$ cat src/rtl/gem_kchar_gen.sv
// gem_kchar_gen: BX-aligned K-character generator for the four GEM fibers (OH0: 0/1, OH1: 2/3).
// Define GEM_SKEW_INJECT_EN to compile in the per-fiber 0..3 cycle skew delay lines.
module gem_kchar_gen #(
    parameter int unsigned BX_PERIOD  = 3564,
    parameter int unsigned RESYNC_LEN = 4
) (
    input  logic        clock,
    input  logic        global_reset_n,
    input  logic        gen_en,
    input  logic        ttc_resync,
    input  logic [7:0]  gem_skew,
    output logic [7:0]  gem0_kchar,
    output logic [7:0]  gem1_kchar,
    output logic [7:0]  gem2_kchar,
    output logic [7:0]  gem3_kchar,
    output logic [11:0] bx_cnt,
    output logic        running,
    output logic [7:0]  resync_cnt
);

    localparam int unsigned KW   = 8;
    localparam int unsigned BXW  = 12;
    localparam int unsigned CNTW = 8;

    localparam logic [1:0] ST_IDLE   = 2'd0;
    localparam logic [1:0] ST_RESYNC = 2'd1;
    localparam logic [1:0] ST_RUN    = 2'd2;
    localparam logic [1:0] ST_BAD    = 2'd3;

    localparam logic [KW-1:0] K_IDLE   = 8'hBC;
    localparam logic [KW-1:0] K_RESYNC = 8'h3C;
    localparam logic [KW-1:0] K_BC0    = 8'h1C;
    localparam logic [KW-1:0] K_RUN0   = 8'hBC;
    localparam logic [KW-1:0] K_RUN1   = 8'hF7;
    localparam logic [KW-1:0] K_RUN2   = 8'hFB;
    localparam logic [KW-1:0] K_RUN3   = 8'hFD;

    localparam logic [CNTW-1:0] RCNT_LAST  = CNTW'(RESYNC_LEN - 1);
    localparam logic [BXW-1:0]  BX_LAST    = BXW'(BX_PERIOD - 1);
    localparam logic [CNTW-1:0] RSYNC_SAT  = {CNTW{1'b1}};

    logic [1:0]      r_state;
    logic [1:0]      w_state_nxt;
    logic            w_restart;
    logic [CNTW-1:0] r_rcnt;
    logic [CNTW-1:0] w_rcnt_nxt;
    logic [BXW-1:0]  r_bx_cnt;
    logic [BXW-1:0]  w_bx_nxt;
    logic [KW-1:0]   r_base;
    logic [KW-1:0]   w_code;
    logic            r_running;
    logic [CNTW-1:0] r_resync_cnt;
    logic [CNTW-1:0] w_resync_cnt_nxt;

    // Next state; a cleared gen_en overrides everything, including a coincident resync.
    always_comb begin
        w_state_nxt = r_state;
        w_restart   = 1'b0;
        if (!gen_en || (r_state == ST_BAD)) begin
            w_state_nxt = ST_IDLE;
        end else if (r_state == ST_IDLE) begin
            w_state_nxt = ST_RESYNC;
            w_restart   = 1'b1;
        end else if (ttc_resync) begin
            w_state_nxt = ST_RESYNC;
            w_restart   = 1'b1;
        end else if ((r_state == ST_RESYNC) && (r_rcnt == RCNT_LAST)) begin
            w_state_nxt = ST_RUN;
        end
    end

    // RESYNC dwell counter, BX counter and accepted-resync counter.
    always_comb begin
        w_rcnt_nxt       = r_rcnt;
        w_bx_nxt         = '0;
        w_resync_cnt_nxt = r_resync_cnt;
        if (w_restart) begin
            w_rcnt_nxt = '0;
        end else if (r_state == ST_RESYNC) begin
            w_rcnt_nxt = r_rcnt + CNTW'(1);
        end
        if (r_state == ST_RUN) begin
            w_bx_nxt = (r_bx_cnt == BX_LAST) ? '0 : r_bx_cnt + BXW'(1);
        end
        if (ttc_resync && gen_en && (r_resync_cnt != RSYNC_SAT)) begin
            w_resync_cnt_nxt = r_resync_cnt + CNTW'(1);
        end
    end

    // Base K-char for the current state and BX position.
    always_comb begin
        w_code = K_IDLE;
        unique case (r_state)
            ST_RESYNC: w_code = K_RESYNC;
            ST_RUN: begin
                if (r_bx_cnt == '0) begin
                    w_code = K_BC0;
                end else begin
                    unique case (r_bx_cnt[1:0])
                        2'd0:    w_code = K_RUN0;
                        2'd1:    w_code = K_RUN1;
                        2'd2:    w_code = K_RUN2;
                        default: w_code = K_RUN3;
                    endcase
                end
            end
            default: w_code = K_IDLE;
        endcase
    end

    always_ff @(posedge clock or negedge global_reset_n) begin
        if (!global_reset_n) begin
            r_state      <= ST_IDLE;
            r_rcnt       <= '0;
            r_bx_cnt     <= '0;
            r_base       <= K_IDLE;
            r_running    <= 1'b0;
            r_resync_cnt <= '0;
        end else begin
            r_state      <= w_state_nxt;
            r_rcnt       <= w_rcnt_nxt;
            r_bx_cnt     <= w_bx_nxt;
            r_base       <= w_code;
            r_running    <= (r_state == ST_RUN);
            r_resync_cnt <= w_resync_cnt_nxt;
        end
    end

    assign bx_cnt     = r_bx_cnt;
    assign running    = r_running;
    assign resync_cnt = r_resync_cnt;

`ifdef GEM_SKEW_INJECT_EN
    logic [KW-1:0] r_tap [1:3];
    logic [KW-1:0] w_taps [4];

    // Shared delay line; each fiber picks its tap combinationally so skew changes act at once.
    always_ff @(posedge clock or negedge global_reset_n) begin
        if (!global_reset_n) begin
            for (int k = 1; k < 4; k++) begin
                r_tap[k] <= K_IDLE;
            end
        end else begin
            r_tap[1] <= r_base;
            r_tap[2] <= r_tap[1];
            r_tap[3] <= r_tap[2];
        end
    end

    assign w_taps[0] = r_base;
    assign w_taps[1] = r_tap[1];
    assign w_taps[2] = r_tap[2];
    assign w_taps[3] = r_tap[3];

    assign gem0_kchar = w_taps[gem_skew[1:0]];
    assign gem1_kchar = w_taps[gem_skew[3:2]];
    assign gem2_kchar = w_taps[gem_skew[5:4]];
    assign gem3_kchar = w_taps[gem_skew[7:6]];
`else
    logic w_unused_skew;

    assign w_unused_skew = ^gem_skew;
    assign gem0_kchar    = r_base;
    assign gem1_kchar    = r_base;
    assign gem2_kchar    = r_base;
    assign gem3_kchar    = r_base;
`endif

endmodule

$ cat config.mk
export PLATFORM = sky130hd
export DESIGN_NAME = gem_kchar_gen
export DESIGN_NICKNAME = d
export VERILOG_FILES = /design/src/rtl/gem_kchar_gen.sv
export SDC_FILE = /design/constraint.sdc
export NUM_CORES = 1
export LEC_CHECK = 0
export CORE_MARGIN = 2
export CORE_UTILIZATION = 29
export DETAILED_ROUTE_END_ITERATION = 8
export HOLD_SLACK_MARGIN = 0.03
export SYNTH_ARGS = -nofsm -noshare
export SYNTH_HDL_FRONTEND = slang
export SYNTH_SLANG_ARGS = --single-unit
$ cat constraint.sdc
create_clock -name clock -period 1.4 [get_ports clock]
set_input_delay 0.35 -clock clock [delete_from_list [all_inputs] [get_ports clock]]
set_output_delay 0.35 -clock clock [all_outputs]
set_load 0.02 [all_outputs]
==> impl_results.md <==
- Crit path max-delay cell type: dfrtp_2
- Die Wd: 86.8 µm
- Post-Route WL: 4190 µm
- Count of final setup violators: 12
- Unrepaired setup endpoints after global routing: true
- Hold Violations, Final: 0
- Delay of the slowest critical-path stage: 430 ps
- Final net count: 293
- Design area: slightly below 3000 µm²
- TNS Setup: -114 ps
- Yosys warning total: 0
- CP required: between 1500 and 2000 ps
- Worst-skew pair later-pin latency: roughly 280 ps
- Fill count: 659
- Mapped Area: 1990 µm²
- Largest net degree at the start of global routing: 38
- CTS Sinks: 37
- Gp weighted congestion: 0.808
- Most frequent cells in the layout: 43 x buf_4, 26 x dfrtp_1, 20 x buf_2
- Yosys cell types: 31
- Commonest non-fill, non-tap cell in the layout: buf_4
- Vias in the first global route: 1547
- IO Count: 65
- Antenna-violating nets left: 0
- H-tree Lvls: 2
- Hold crit path type: primary input to asynchronous set/reset pin
- Sequential power share: 45.1%
- Initial antenna violation count: 0
- Synth Area in Simple Gates: 19.1%
- Hpwl dp: between 2000 and 3000 µm
- Initial Util: 29.6%
- Crit end category: flip-flop
- Root buf cell: clkbuf_8
- Switching pwr: 872 µW
- Largest family of logic cells by synthesized area: simple AND/OR/NAND/NOR gates
- Final std cells w/o fill: 350
- Final Critical Period: roughly 1400 ps
- Worst Path Max Fanout: 8
- Max Cap Viol: 0
- Post-synthesis adder-cell area fraction: roughly 7.5%
- Buffer levels on the longest clock path: 2
- Combinational power share: between 20% and 30%
- Worst IR Drop VDD: 0.973 mV
- Fmax: 696 MHz
- Post-DR vias/cell: ~4.4
- Status: finished with violations
- Diode count: 0
- Leakage power: ~1.3 nW
- Setup Skew: about 11 ps
- Clock group share of total power: 26.8%
- Sw Share: 30.5%
- Pwr Total: 2.86 mW
- Internal power: 1.99 mW
- Layout area overhead: 45.7%
- Die H: about 87 µm
- Critical path, cell by cell: ha_4, and3_4, a31oi_4, mux2_4
- DIE AREA: 7540 µm²
- Sequential share of the synthesized area: between 40% and 50%
- TritonCTS clock tree: done
- GRT Residual Overflow: 0
- Post-Place Cells: 336
- Cells after synthesis: 190
- Pwr/cell area: 987 nW/µm²
- # port buffers: 52
- Setup crit start kind: flip-flop
- First-iteration detailed-routing DRC count: 34
- Core area: 6720 µm²
- Global-route wire length before repair: 7110 µm
- Total CTS buffers: 5
- Worst setup margin: -36.8 ps
- Period Utilization, post-route: 103%
- GRT Util Overall: 11.6%
- Syn_area_per_cell: 10.5 µm²
- Synth Area in Compound Gates: 4.21%
- DP Area: 2760 µm²
- Clock slew at reported path FFs: 80 ps
- Critical path class: flip-flop to flip-flop
- Worst slack, placed: -308 ps
- Register bit total from synthesis: 37
- Final Slew Violations: 0
- Per-cell routed wire length: 12.0 µm
- Site Rows: 30
- Via count: about 1500
- First-pass iteration count of the detailed router: 4
- Worst EP arrival: 1610 ps
- DRC Markers: 0
- Synth Area in XOR/XNOR: 9.25%
- Share of post-route cells with drive strength above 1: 48.9%
- Violated checks: setup timing
- Mux cell area share after synthesis: 1.07%
[metrics by stage]
stage / util, % / hold slack, ps
after global placement: 41.0 / 474
after detailed placement: 41.0 / 487
final: 43.1 / 435
after CTS: 41.8 / 437
after floorplan: - / 54.4
after global routing: 43.1 / 456
[cells by family after synthesis]
logic type	Yosys count
AO/OA/AOI/OAI	12
XOR/XNOR	21
adder cells (fa/ha/maj)	12
buffers and inverters	35
flip-flops	37
multiplexers	2
other	1
AND/OR/NAND/NOR	70
[sequential cells by signal (all words and copies together) (netlist names)]
register and count:
resync_cnt 8, r_state 2, bx_cnt 12, r_rcnt 8, running 1, gem0_kchar 6
[worst paths after layout]
kind,slack [ps],from,to,cells after the start
worst max-delay path,-40,resync_cnt[1],resync_cnt[1],4
worst min-delay path,440,global_reset_n,bx_cnt[10],2
worst max register to register,-40,resync_cnt[1],resync_cnt[1],4
worst min register to register,490,resync_cnt[6],resync_cnt[6],1
max in group asynchronous,700,global_reset_n,gem0_kchar[7],2
min in group clock,490,resync_cnt[6],resync_cnt[6],1
[final cells by class]
| class | count | area (µm²) | area share [%] |
|---|---|---|---|
| Multi-Input combinational cell | 121 | 995 | 34.3 |
| Sequential cell | 37 | 940 | 32.4 |
| Timing Repair Buffer | 98 | 752 | 25.9 |
| Tap cell | 80 | 100 | 3.45 |
| Clock buffer | 8 | 90.1 | 3.11 |
| Inverter | 6 | 22.5 | 0.777 |
[routing by layer]
metal / GRT usage, % / vias up / wire length, µm
li1: - / 764 / -
met1: 14.7 / 735 / 1920
met2: 19.3 / 43 / 1980
met3: 3.24 / 2 / 265
met4: 3.55 / 0 / 22
met5: 0 / - / 0
[cell usage after synthesis]
cell type / number / area share, %
o21ai_0: 1 / 0.25
buf_2: 2 / 0.50
nor2b_1: 1 / 0.31
a21oi_1: 4 / 1.0
nor4_2: 1 / 0.63
nor3_1: 1 / 0.25
nand3_1: 4 / 1.0
nor4_4: 1 / 1.1
inv_1: 6 / 1.1
dfstp_2: 4 / 5.3
o31ai_2: 1 / 0.63
nand4_1: 11 / 3.5
dfrtp_1: 33 / 42
or4_4: 1 / 0.57
xor2_1: 11 / 4.8
nor4_1: 1 / 0.31
or3_1: 4 / 1.3
and4_1: 2 / 0.88
o21ai_1: 5 / 1.3
ha_1: 12 / 7.5
xnor2_1: 10 / 4.4
buf_4: 27 / 10
nand2b_1: 2 / 0.63
a31oi_4: 1 / 1.1
conb_1: 1 / 0.19
nor2_1: 22 / 4.2
and3_1: 6 / 1.9
nor4b_1: 1 / 0.44
mux2i_1: 1 / 0.50
mux2_1: 1 / 0.57
nand2_1: 12 / 2.3
[worst max-delay path, delay by kind of cell, from the launching register on]
family	cells	cell delay, ps
muxes	1	330
and+or+nand+nor	1	150
AOI/OAI and AO/OA	1	250
adders and majority gates	1	160
DFF	1	430
[power by group through the flow]
stage / Combinational (mW) / Sequential [mW] / Clock (mW)
floorplan: 0.299 / 1.43 / 0
global placement: 0.855 / 1.29 / 0
detailed placement: 0.858 / 1.30 / 0
CTS: 0.812 / 1.29 / 0.804
global route: 0.890 / 1.31 / 0.846
finish: 0.804 / 1.29 / 0.767
[what timing repair did]
action	CTS	global route
gates resized for setup	134	44
setup buffers	4	2
setup endpoints to repair	79	46
hold buffers	0	0
pin swaps	6	11
No activity file was read; power rests on OpenSTA's default activity.
==> variant (same settings) <==
Register the inputs `gen_en` and `ttc_resync` before use. The logic sees them one clock later. The other inputs are not delayed to match.
--- a/src/rtl/gem_kchar_gen.sv
+++ b/src/rtl/gem_kchar_gen.sv
@@ -39,6 +39,14 @@
     localparam logic [BXW-1:0]  BX_LAST    = BXW'(BX_PERIOD - 1);
     localparam logic [CNTW-1:0] RSYNC_SAT  = {CNTW{1'b1}};
 
+    logic gen_en_q;
+    logic ttc_resync_q;
+
+    always_ff @(posedge clock) begin
+        gen_en_q     <= gen_en;
+        ttc_resync_q <= ttc_resync;
+    end
+
     logic [1:0]      r_state;
     logic [1:0]      w_state_nxt;
     logic            w_restart;
@@ -56,12 +64,12 @@
     always_comb begin
         w_state_nxt = r_state;
         w_restart   = 1'b0;
-        if (!gen_en || (r_state == ST_BAD)) begin
+        if (!gen_en_q || (r_state == ST_BAD)) begin
             w_state_nxt = ST_IDLE;
         end else if (r_state == ST_IDLE) begin
             w_state_nxt = ST_RESYNC;
             w_restart   = 1'b1;
-        end else if (ttc_resync) begin
+        end else if (ttc_resync_q) begin
             w_state_nxt = ST_RESYNC;
             w_restart   = 1'b1;
         end else if ((r_state == ST_RESYNC) && (r_rcnt == RCNT_LAST)) begin
@@ -82,7 +90,7 @@
         if (r_state == ST_RUN) begin
             w_bx_nxt = (r_bx_cnt == BX_LAST) ? '0 : r_bx_cnt + BXW'(1);
         end
-        if (ttc_resync && gen_en && (r_resync_cnt != RSYNC_SAT)) begin
+        if (ttc_resync_q && gen_en_q && (r_resync_cnt != RSYNC_SAT)) begin
             w_resync_cnt_nxt = r_resync_cnt + CNTW'(1);
         end
     end
Formal check against the unedited RTL: not equivalent (a bounded check fails within 4 cycles, from zero or initial values and one cycle with global_reset_n low).
==> variant against the unedited design <==
The run still ends with negative setup slack left; sequential cell count is 2 higher; total power grew 4.2%; clock skew shrank 0.0052 ns; area after synthesis increased by 2.8%; cell area rose by 0.39%; worst setup slack got worse by 0.017 ns; critical endpoint unchanged; wire length is 4.2% higher; largest cell class is now flip-flops and latches; critical path type unchanged.
==> variant: results (changes against the unedited design) <==
<table>
<tr><th>Metric</th><th>Value</th></tr>
<tr><th colspan="2">GRT</th></tr>
<tr><td>Via count of the first global-routing pass</td><td>1,543 (-0.26%)</td></tr>
<tr><td>Routing usage on met2</td><td>19.56% (+0.27 points)</td></tr>
<tr><td>Met3 Track Usage GR</td><td>2.828% (-0.41 points)</td></tr>
<tr><td>GR Util met1</td><td>15.35% (+0.62 points)</td></tr>
<tr><td>Combined global-route utilization of all metal layers</td><td>11.85% (+0.21 points)</td></tr>
<tr><th colspan="2">Detailed routing</th></tr>
<tr><td>Total length of routed wires</td><td>4363 um (+4.2%)</td></tr>
<tr><td>Drt via density</td><td>4.306 (-2.4%)</td></tr>
<tr><td>Met1 layer wirelength in the final routing</td><td>1999 um (+4.4%)</td></tr>
<tr><td>DRC marker count from the first detailed-route iteration</td><td>87 (+160%)</td></tr>
<tr><td>DR WL met2</td><td>2050 um (+3.3%)</td></tr>
<tr><th colspan="2">Timing</th></tr>
<tr><td>Setup Viol. Count Final</td><td>10 (-2)</td></tr>
<tr><td>Setup ws final</td><td>-0.05361 ns (-0.01678 ns)</td></tr>
<tr><td>Worst Clk Skew</td><td>0.005352 ns (-0.005197 ns)</td></tr>
<tr><th colspan="2">Synthesis</th></tr>
<tr><td>Share of flip-flops with an asynchronous set or reset after synthesis</td><td>94.87% (-5.1 points)</td></tr>
<tr><td>Share of the yosys chip area belonging to registers</td><td>47.49% (+0.70 points)</td></tr>
<tr><td>Cell variety after synth</td><td>33 (+6.5%)</td></tr>
<tr><td>Syn Area/Cell</td><td>10.65 um^2 (+1.7%)</td></tr>
<tr><td>Leading cell types by count after synthesis</td><td>33 x sky130_fd_sc_hd__dfrtp_1, 26 x sky130_fd_sc_hd__buf_4, 22 x sky130_fd_sc_hd__nor2_1, 12 x sky130_fd_sc_hd__ha_1, 12 x sky130_fd_sc_hd__nand2_1</td></tr>
<tr><th colspan="2">CTS</th></tr>
<tr><td>Post-CTS setup buffers</td><td>0 (-4)</td></tr>
<tr><th colspan="2">Power</th></tr>
<tr><td>Worst IR drop on VDD</td><td>963.1 uV (-1.1%)</td></tr>
<tr><th colspan="2">Finish</th></tr>
<tr><td>Fraction of final layout cells sized beyond drive strength 1</td><td>45.69% (-3.2 points)</td></tr>
<tr><td>Number of nets in the layout</td><td>290 (-1.0%)</td></tr>
<tr><th colspan="2">Place</th></tr>
<tr><td>GPL Wtd Cong</td><td>0.8204 (+1.6%)</td></tr>
<tr><th colspan="2">Status</th></tr>
<tr><td>Failing checks</td><td>negative setup slack</td></tr>
<tr><td>Status</td><td>finished, violations left</td></tr>
</table>
[variant: changes by cell type in the layout (fill, tap and decap cells not counted), moves of 3 or more]
cell | unedited run | this run
sky130_fd_sc_hd__inv_2 | 3 | 0
sky130_fd_sc_hd__nor2_1 | 11 | 14
sky130_fd_sc_hd__buf_2 | 20 | 26
sky130_fd_sc_hd__buf_4 | 43 | 35
sky130_fd_sc_hd__clkdlybuf4s15_2 | 7 | 4
sky130_fd_sc_hd__clkbuf_2 | 6 | 3
sky130_fd_sc_hd__inv_1 | 3 | 6
sky130_fd_sc_hd__o21ai_1 | 4 | 0
sky130_fd_sc_hd__o21ai_0 | 1 | 5
sky130_fd_sc_hd__buf_6 | 2 | 5
[variant: worst max-delay path by stage]
stage,slack [ns],depth (start not counted),endpoint,startpoint
floorplan,-0.10,4,resync_cnt[1],resync_cnt[1]
global placement,-0.09,1,gem1_kchar[5],gem0_kchar[5]
detailed placement,-0.1,1,gem1_kchar[7],gem0_kchar[7]
CTS,-0.05,4,r_state[1],r_rcnt[5]
global route,-0.14,4,r_state[1],r_rcnt[5]
finish,-0.05,4,resync_cnt[1],resync_cnt[1]
[variant: metrics by stage]
| step | setup WS [ns] | area [um^2] | hold slack (ns) |
|---|---|---|---|
| 2_1_floorplan | -0.1030 | 2087 | 0.05441 |
| 3_3_place_gp | -0.08582 | 2800 | 0.4516 |
| 3_5_place_dp | -0.09621 | 2800 | 0.4599 |
| 4_1_cts | -0.04977 | 2824 | 0.4327 |
| 5_1_grt | -0.1402 | 2910 | 0.4424 |
| 6_report | -0.05361 | 2910 | 0.4248 |
[variant: critical path, delay by kind of cell (launching register included)]
kind / cells / cell delay (ns)
adder cells (fa/ha/maj): 1 / 0.16
AO/OA/AOI/OAI: 1 / 0.27
AND/OR/NAND/NOR: 1 / 0.15
multiplexers: 1 / 0.33
flip-flops: 1 / 0.43
[variant: power breakdown]
part / switching [W] / total, W / internal, W
Sequential: 0.000115 / 0.00136 / 0.00125
Clock: 0.000391 / 0.000925 / 0.000534
Combinational: 0.000365 / 0.000695 / 0.000330
[variant: logic make-up (layout without fill, tap and decap cells)]
logic type | after synthesis | in the layout | share of synthesized area, %
fa+ha+maj | 12 | 12 | 7.344
simple gates | 70 | 70 | 18.85
compound gates | 12 | 12 | 4.100
xor+xnor | 21 | 21 | 8.996
mux | 2 | 2 | 1.040
buf+inv | 35 | 107 | 11.99
flops | 39 | 39 | 47.49
other cells | 1 | 4 | 0.1834
[variant: layout make-up]
class,instances,area (um^2)
tap,96,120.1
sequential,39,980.9
timing repair buffer,93,706.9
clock inverter,1,30.03
fill,668,3884
inverter,6,22.52
multi-input combinational,121,973.4
clock buffer,7,76.32
